==> config.mk <==
export PLATFORM = sky130hd
export DESIGN_NAME = sram_ctrl
export DESIGN_NICKNAME = d
export VERILOG_FILES = /design/src/rtl/sram_ctrl_pkg.sv /design/src/rtl/sram_ctrl.sv
export SDC_FILE = /design/constraint.sdc
export NUM_CORES = 1
export LEC_CHECK = 0
export CAP_MARGIN = 20
export CORE_ASPECT_RATIO = 1.4
export CORE_MARGIN = 10
export CORE_UTILIZATION = 40
export DETAILED_ROUTE_END_ITERATION = 12
export HOLD_SLACK_MARGIN = 0.15
export PLACE_DENSITY = 0.7
export SYNTH_ARGS = -nofsm -noshare
export SYNTH_HDL_FRONTEND = slang
export SYNTH_SLANG_ARGS = --single-unit
==> constraint.sdc <==
create_clock -name clk -period 2.9 [get_ports clk]
set_clock_uncertainty 0.2 [all_clocks]
set_input_delay 0.58 -clock clk [delete_from_list [all_inputs] [get_ports clk]]
set_output_delay 0.58 -clock clk [all_outputs]
set_load 0.02 [all_outputs]
==> src/rtl/sram_ctrl_pkg.sv <==
// Shared constants for the SRAM bus responder: FSM state encodings and
// halfword-select values.
package sram_ctrl_pkg;

  localparam logic [2:0] S_IDLE   = 3'd0;
  localparam logic [2:0] S_LO_ACC = 3'd1;
  localparam logic [2:0] S_LO_GAP = 3'd2;
  localparam logic [2:0] S_HI_ACC = 3'd3;
  localparam logic [2:0] S_HI_GAP = 3'd4;
  localparam logic [2:0] S_ACK    = 3'd5;

  localparam logic LO = 1'b0;
  localparam logic HI = 1'b1;

endpackage

==> src/rtl/sram_ctrl.sv <==
// Serves 32-bit bus words from a 16-bit asynchronous SRAM as two halfword
// accesses (low half at the even address first); all pad outputs are registered.
//
// state    | meaning
// IDLE     | waiting for bus_stb
// LO_ACC   | low-half strobe active for WAIT_CYCLES+1 cycles
// LO_GAP   | strobes released, address/data held
// HI_ACC   | high-half strobe active for WAIT_CYCLES+1 cycles
// HI_GAP   | strobes released, address/data held
// ACK      | chip deselected, bus_ack high for one cycle
module sram_ctrl
  import sram_ctrl_pkg::*;
#(
  parameter int WAIT_CYCLES = 1
) (
  input  logic        clk,
  input  logic        rst,
  input  logic        bus_stb,
  input  logic        bus_we,
  input  logic [23:2] bus_addr,
  input  logic [31:0] bus_din,
  output logic [31:0] bus_dout,
  output logic        bus_ack,
  output logic [20:0] sram_addr,
  output logic [15:0] sram_dq_out,
  input  logic [15:0] sram_dq_in,
  output logic        sram_dq_oe,
  output logic        sram_ce_n,
  output logic        sram_oe_n,
  output logic        sram_we_n
);

  localparam logic [3:0] WAIT_LD = 4'(WAIT_CYCLES);

  logic [2:0]  state_q, state_d;
  logic [3:0]  wait_q, wait_d;
  logic        we_q, we_d;
  logic [19:0] addr_q, addr_d;
  logic [31:0] din_q, din_d;
  logic [31:0] dout_q, dout_d;
  logic        ack_q, ack_d;
  logic [20:0] sa_q, sa_d;
  logic [15:0] dqo_q, dqo_d;
  logic        dq_oe_q, dq_oe_d;
  logic        ce_n_q, ce_n_d;
  logic        oe_n_q, oe_n_d;
  logic        we_n_q, we_n_d;

  // The upper word-address bits lie outside the SRAM and are dropped.
  logic unused_addr_hi;
  assign unused_addr_hi = ^bus_addr[23:22];

  always_comb begin
    state_d = state_q;
    wait_d  = wait_q;
    we_d    = we_q;
    addr_d  = addr_q;
    din_d   = din_q;
    dout_d  = dout_q;
    ack_d   = 1'b0;
    sa_d    = sa_q;
    dqo_d   = dqo_q;
    dq_oe_d = dq_oe_q;
    ce_n_d  = ce_n_q;
    oe_n_d  = oe_n_q;
    we_n_d  = we_n_q;
    case (state_q)
      S_IDLE: begin
        if (bus_stb) begin
          state_d = S_LO_ACC;
          wait_d  = WAIT_LD;
          we_d    = bus_we;
          addr_d  = bus_addr[21:2];
          din_d   = bus_din;
          sa_d    = {bus_addr[21:2], LO};
          ce_n_d  = 1'b0;
          if (bus_we) begin
            dqo_d   = bus_din[15:0];
            dq_oe_d = 1'b1;
            we_n_d  = 1'b0;
          end else begin
            oe_n_d  = 1'b0;
          end
        end
      end
      S_LO_ACC, S_HI_ACC: begin
        if (wait_q == 4'd0) begin
          state_d = (state_q == S_LO_ACC) ? S_LO_GAP : S_HI_GAP;
          we_n_d  = 1'b1;
          oe_n_d  = 1'b1;
          // Read data is captured on the last edge of the strobe.
          if (!we_q) begin
            if (state_q == S_LO_ACC) dout_d[15:0]  = sram_dq_in;
            else                     dout_d[31:16] = sram_dq_in;
          end
        end else begin
          wait_d = wait_q - 4'd1;
        end
      end
      S_LO_GAP: begin
        state_d = S_HI_ACC;
        wait_d  = WAIT_LD;
        sa_d    = {addr_q, HI};
        if (we_q) begin
          dqo_d  = din_q[31:16];
          we_n_d = 1'b0;
        end else begin
          oe_n_d = 1'b0;
        end
      end
      S_HI_GAP: begin
        state_d = S_ACK;
        ce_n_d  = 1'b1;
        dq_oe_d = 1'b0;
        ack_d   = 1'b1;
      end
      S_ACK:   state_d = S_IDLE;
      default: state_d = S_IDLE;
    endcase
  end

  always_ff @(posedge clk or negedge rst) begin
    if (!rst) begin
      state_q <= S_IDLE;
      wait_q  <= 4'd0;
      we_q    <= 1'b0;
      addr_q  <= 20'd0;
      din_q   <= 32'd0;
      dout_q  <= 32'd0;
      ack_q   <= 1'b0;
      sa_q    <= 21'd0;
      dqo_q   <= 16'd0;
      dq_oe_q <= 1'b0;
      ce_n_q  <= 1'b1;
      oe_n_q  <= 1'b1;
      we_n_q  <= 1'b1;
    end else begin
      state_q <= state_d;
      wait_q  <= wait_d;
      we_q    <= we_d;
      addr_q  <= addr_d;
      din_q   <= din_d;
      dout_q  <= dout_d;
      ack_q   <= ack_d;
      sa_q    <= sa_d;
      dqo_q   <= dqo_d;
      dq_oe_q <= dq_oe_d;
      ce_n_q  <= ce_n_d;
      oe_n_q  <= oe_n_d;
      we_n_q  <= we_n_d;
    end
  end

  assign bus_dout    = dout_q;
  assign bus_ack     = ack_q;
  assign sram_addr   = sa_q;
  assign sram_dq_out = dqo_q;
  assign sram_dq_oe  = dq_oe_q;
  assign sram_ce_n   = ce_n_q;
  assign sram_oe_n   = oe_n_q;
  assign sram_we_n   = we_n_q;

endmodule
### Yosys cells after proc, flatten, opt, wreduce, memory -nomap -nowiden

Cells that the tools add are included.

* word-level logic and storage cells: 73
* output and inout bits: 74
* input bits: 74
* register bits after elaboration: 134

* add/sub/neg operators: 1
* multiplexer cells: 28
* equal/unequal tests: 11
* reduce and logical (&&, ||, !) cells: 17
* bitwise logic cells: 2

Operators by type and width (number)
* two-way mux 16 bit: 3
* one-hot mux 21 bit (2 select lines): 1
* one-hot mux 16 bit (2 select lines): 1
* two-way mux 21 bit: 1
* != test 2 bit, second input constant: 7
* one-hot mux 3 bit (4 select lines): 1
* one-hot mux 4 bit (3 select lines): 1
* AND reduction 4 bit: 3
* two-way mux 1 bit: 11
* AND reduction 5 bit: 2
* two-way mux 3 bit: 3
* two-way mux 4 bit: 2
* AND reduction 2 bit: 4
* equality test 3 x 2 -> 1 bit, second input constant: 2
* one-hot mux 1 bit (3 select lines): 2
* AND reduction 3 bit: 2
* logical NOT 4 bit: 1
* one-hot mux 1 bit (2 select lines): 2
* nonzero test 2 bit: 2
* subtractor 4 x 1 -> 4 bit, second input constant: 1
* equality test 3 x 1 -> 1 bit, second input constant: 1
* equality test 3 bit, second input constant: 1
* logical NOT 3 bit: 1
* nonzero test 3 bit: 1
* other kinds (2): 3

### Logic depth before layout (Yosys ltp)

* depth after elaboration: 4
* mapped depth: 7
* mapped depth without buffers: 5

### Worst setup path before layout

OpenSTA, ideal clock, no wires.

* path type: register to register
* from: register wait_q[0]
* to: register dout_q[0] (netlist: bus_dout[0])
* arrival time: 2005 ps
* path buffers: 2
* cell stages (with the launch flop): 8
* data required time: 2575 ps
* period minus slack after synthesis: 2330 ps
* setup time: 125 ps
* path slack: 570 ps
* cell sequence: dfrtp_1 -> inv_1 -> ha_1 -> or3b_1 -> buf_2 -> nor4_4 -> buf_6 -> mux2_2

* word-level cells in the longest chain between the ends: 2

RTL lines
* start: declaration: RTL line sram_ctrl.sv:36 `logic [3:0] wait_q, wait_d;`
* start signal: assignment: RTL line sram_ctrl.sv:139 `wait_q <= wait_d;`
* logical NOT 4 bit: RTL line sram_ctrl.sv:87 `if (wait_q == 4'd0) begin`
* AND reduction 4 bit (no line)
* end signal: assignment: RTL line sram_ctrl.sv:143 `dout_q <= dout_d;`
* end: declaration: RTL line sram_ctrl.sv:40 `logic [31:0] dout_q, dout_d;`

No other way between the ends.
A chain may end at the register's enable or synchronous reset.

### Worst setup path after layout

* from: register wait_q[1]
* to: register dout_q[12] (netlist: bus_dout[12])

Same word-level chain as after synthesis.

==> metrics.txt <==
status=finished clean; CTS Buffer Depth=2; Hold Crit Start=din_q[22]; Setup TNS=0 ns; nets@finish=609; Via-to-Cell Ratio=5.06; largest family of logic cells by synthesized area=multiplexers; post-DR wirelength/cell=18.3 um; setup repair after global routing missed its margin=false; endpoint required time on the critical path=2.98 ns; Peak supply drop=0.000545 V; CP Cell Sequence=inv_1, ha_1, or3b_1, nor4_4, buf_4, mux2_2; ys flop type=dfrtp_1; CP Max Fanout=16; CP Capture Type=flop; share of post-route cells with drive strength above 1=22.9%; routed wire length=12.7 mm; Mapped Cells=375; n_diodes=0; Unique masters post-synth=47; # rows=47; largest net degree at the start of global routing=58; Iter 0 DRT Violations=113; final setup fails=0; Worst Max-Slew Pin Slew=0.743 ns; number of synthesized flops with an enable pin=0; pwr dens=1200 mW/mm^2; commonest non-fill, non-tap cells in the layout=clkdlybuf4s50_1 (144), dfrtp_1 (115), mux2_2 (65), nand2_1 (62), a21o_1 (19); Synth Cell Area=0.00488 mm^2; GP Congestion=0.757; Sink Count=118; Starting Density=41.1%; synthesized area per cell=13.0 um^2; mux contribution to synthesized area=15.4%; DR pass1 iterations=4; synthesized net count=451; Skew-Pair Late Insertion Delay=0.40 ns; Top Ports=148; cts bufs inserted=17; #FFs+latches synth=118; DR vias=3,508; Critical Path Start Type=flop; Port Buf Inserts=145; Seq/Total Area, Yosys=60.6%; DP Wirelength=9.09 mm; Final Hold Vio Count=0; final hold slack=0.268 ns; period utilisation layout=82.4%; first-pass GRT wire length=20.6 mm; area fraction in compound gates after synthesis=9.34%; R2R depth=6; Synth Area in Simple Gates=11.0%; Hold Path Class=reg -> reg; Die Area=0.0171 mm^2; Max-slew headroom=50.5%; Post-Synth XOR/XNOR Area=0.180%; worst r2r src=wait_q[1]; setup bufs post-CTS=0; Horiz. Die Dim=113 um; Final min period=2.39 ns; synth warn=0; antenna viol nets, final=0; core area=0.0119 mm^2; most common cell after layout, fill and taps aside=clkdlybuf4s50_1; DIE HEIGHT=151 um; critical path class=reg -> reg; Post-Synth Adder-Cell Area=0.513%; Area Growth Syn to Fin=46.7%; Max Cap Viol=0; gr usage total=15.1%; CTS tree=built; Final Max Slew Viols=0; hold path cells=2; initial antenna violation count=0; Largest stage delay, worst path=0.48 ns; fmax=418 MHz; clk slew on worst S/H paths=0.05 ns; DRC viols=0; htree depth=4; vias in the first global route=3,889; Leakage=3.24 nW; Worst Setup SP=wait_q[1]; CP max-delay cell=or3b_1; root buf cell=clkbuf_16; asr flop ratio synth=100%; worst path arrival time=2.47 ns; gr ovfl total=0
## worst max-delay path: cells and delay by family, from the launching register on
family	cells	cell delay, ns
and+or+nand+nor	2	0.72
DFF	1	0.39
buffers and inverters	2	0.39
muxes	1	0.37
adders and majority gates	1	0.19
## timing repair
action | CTS | global route
gates resized for setup | 0 | 0
endpoints found under the hold margin | 51 | 0
hold buffers | 1 | 0
## layer usage
layer,GRT usage [%],wire (um),part of all wire [%]
met2,27.5,6970,55
met1,15.5,4760,37
met5,0,0,0
met4,5.15,121,0.95
met3,5.38,854,6.7
## synthesized netlist by cell type, drive strengths merged, types with 3 or more instances
cell type | instances | share of area [%]
buf | 10 | 1.2
dfrtp | 115 | 59
nand2 | 62 | 4.8
dfstp | 3 | 1.6
a221o | 18 | 3.7
clkbuf | 12 | 1.3
a21oi | 3 | 0.31
mux2 | 65 | 15
nor2 | 5 | 0.38
and2 | 18 | 2.3
o21ai | 3 | 0.31
nor3b | 3 | 0.46
a21o | 19 | 2.9
inv | 6 | 0.46
## path summary, 6_finish.rpt
| path | endpoint | slack, ns |
|---|---|---|
| min | din_q[22] | 0.27 |
| max | bus_dout[12] | 0.51 |
| min reg2reg | din_q[22] | 0.27 |
| max in group asynchronous | sram_addr[13] | 1.19 |
| min in group asynchronous | addr_q[5] | 0.61 |
| max reg2reg | bus_dout[12] | 0.51 |
## cells by family after synthesis
group           Yosys count
flops                   118
mux                      67
compound gates           55
buf+inv                  28
xor+xnor                  1
simple gates            104
fa+ha+maj                 2
## power breakdown
part           switching, W  internal, W
registers          0.000516      0.00246
clock network      0.000704      0.00146
logic               0.00161      0.00182
## state kept, by name, indices dropped and copies added (netlist names), 3 cells and up
name / cells
addr_q: 20
bus_dout: 32
din_q: 16
sram_addr: 21
sram_dq_out: 16
state_q: 3
wait_q: 4
## final cells by class
| class | instances | area [um^2] |
|---|---|---|
| repair buffers | 161 | 1580 |
| inverters | 6 | 22.5 |
| clock inverters | 8 | 119 |
| multi-input cells | 229 | 1790 |
| fillers | 946 | 4720 |
| clock buffers | 24 | 502 |
| well taps | 147 | 184 |
| flip-flops and latches | 118 | 2960 |
## metrics by stage
step | cell area (um^2) | total power (W) | utilization, % | worst slack (ns) | cells
after floorplan | 4880 | 0.00489 | - | 0.570 | 375
after global placement | 6530 | 0.00636 | 55.0 | 0.379 | 660
after detailed placement | 6530 | 0.00649 | 55.0 | 0.364 | 660
after CTS | 7160 | 0.00870 | 60.3 | 0.491 | 693
after global routing | 7160 | 0.00908 | 60.3 | 0.386 | 693
final | 7160 | 0.00857 | 60.3 | 0.510 | 693
(Power assumes the default switching activity.)
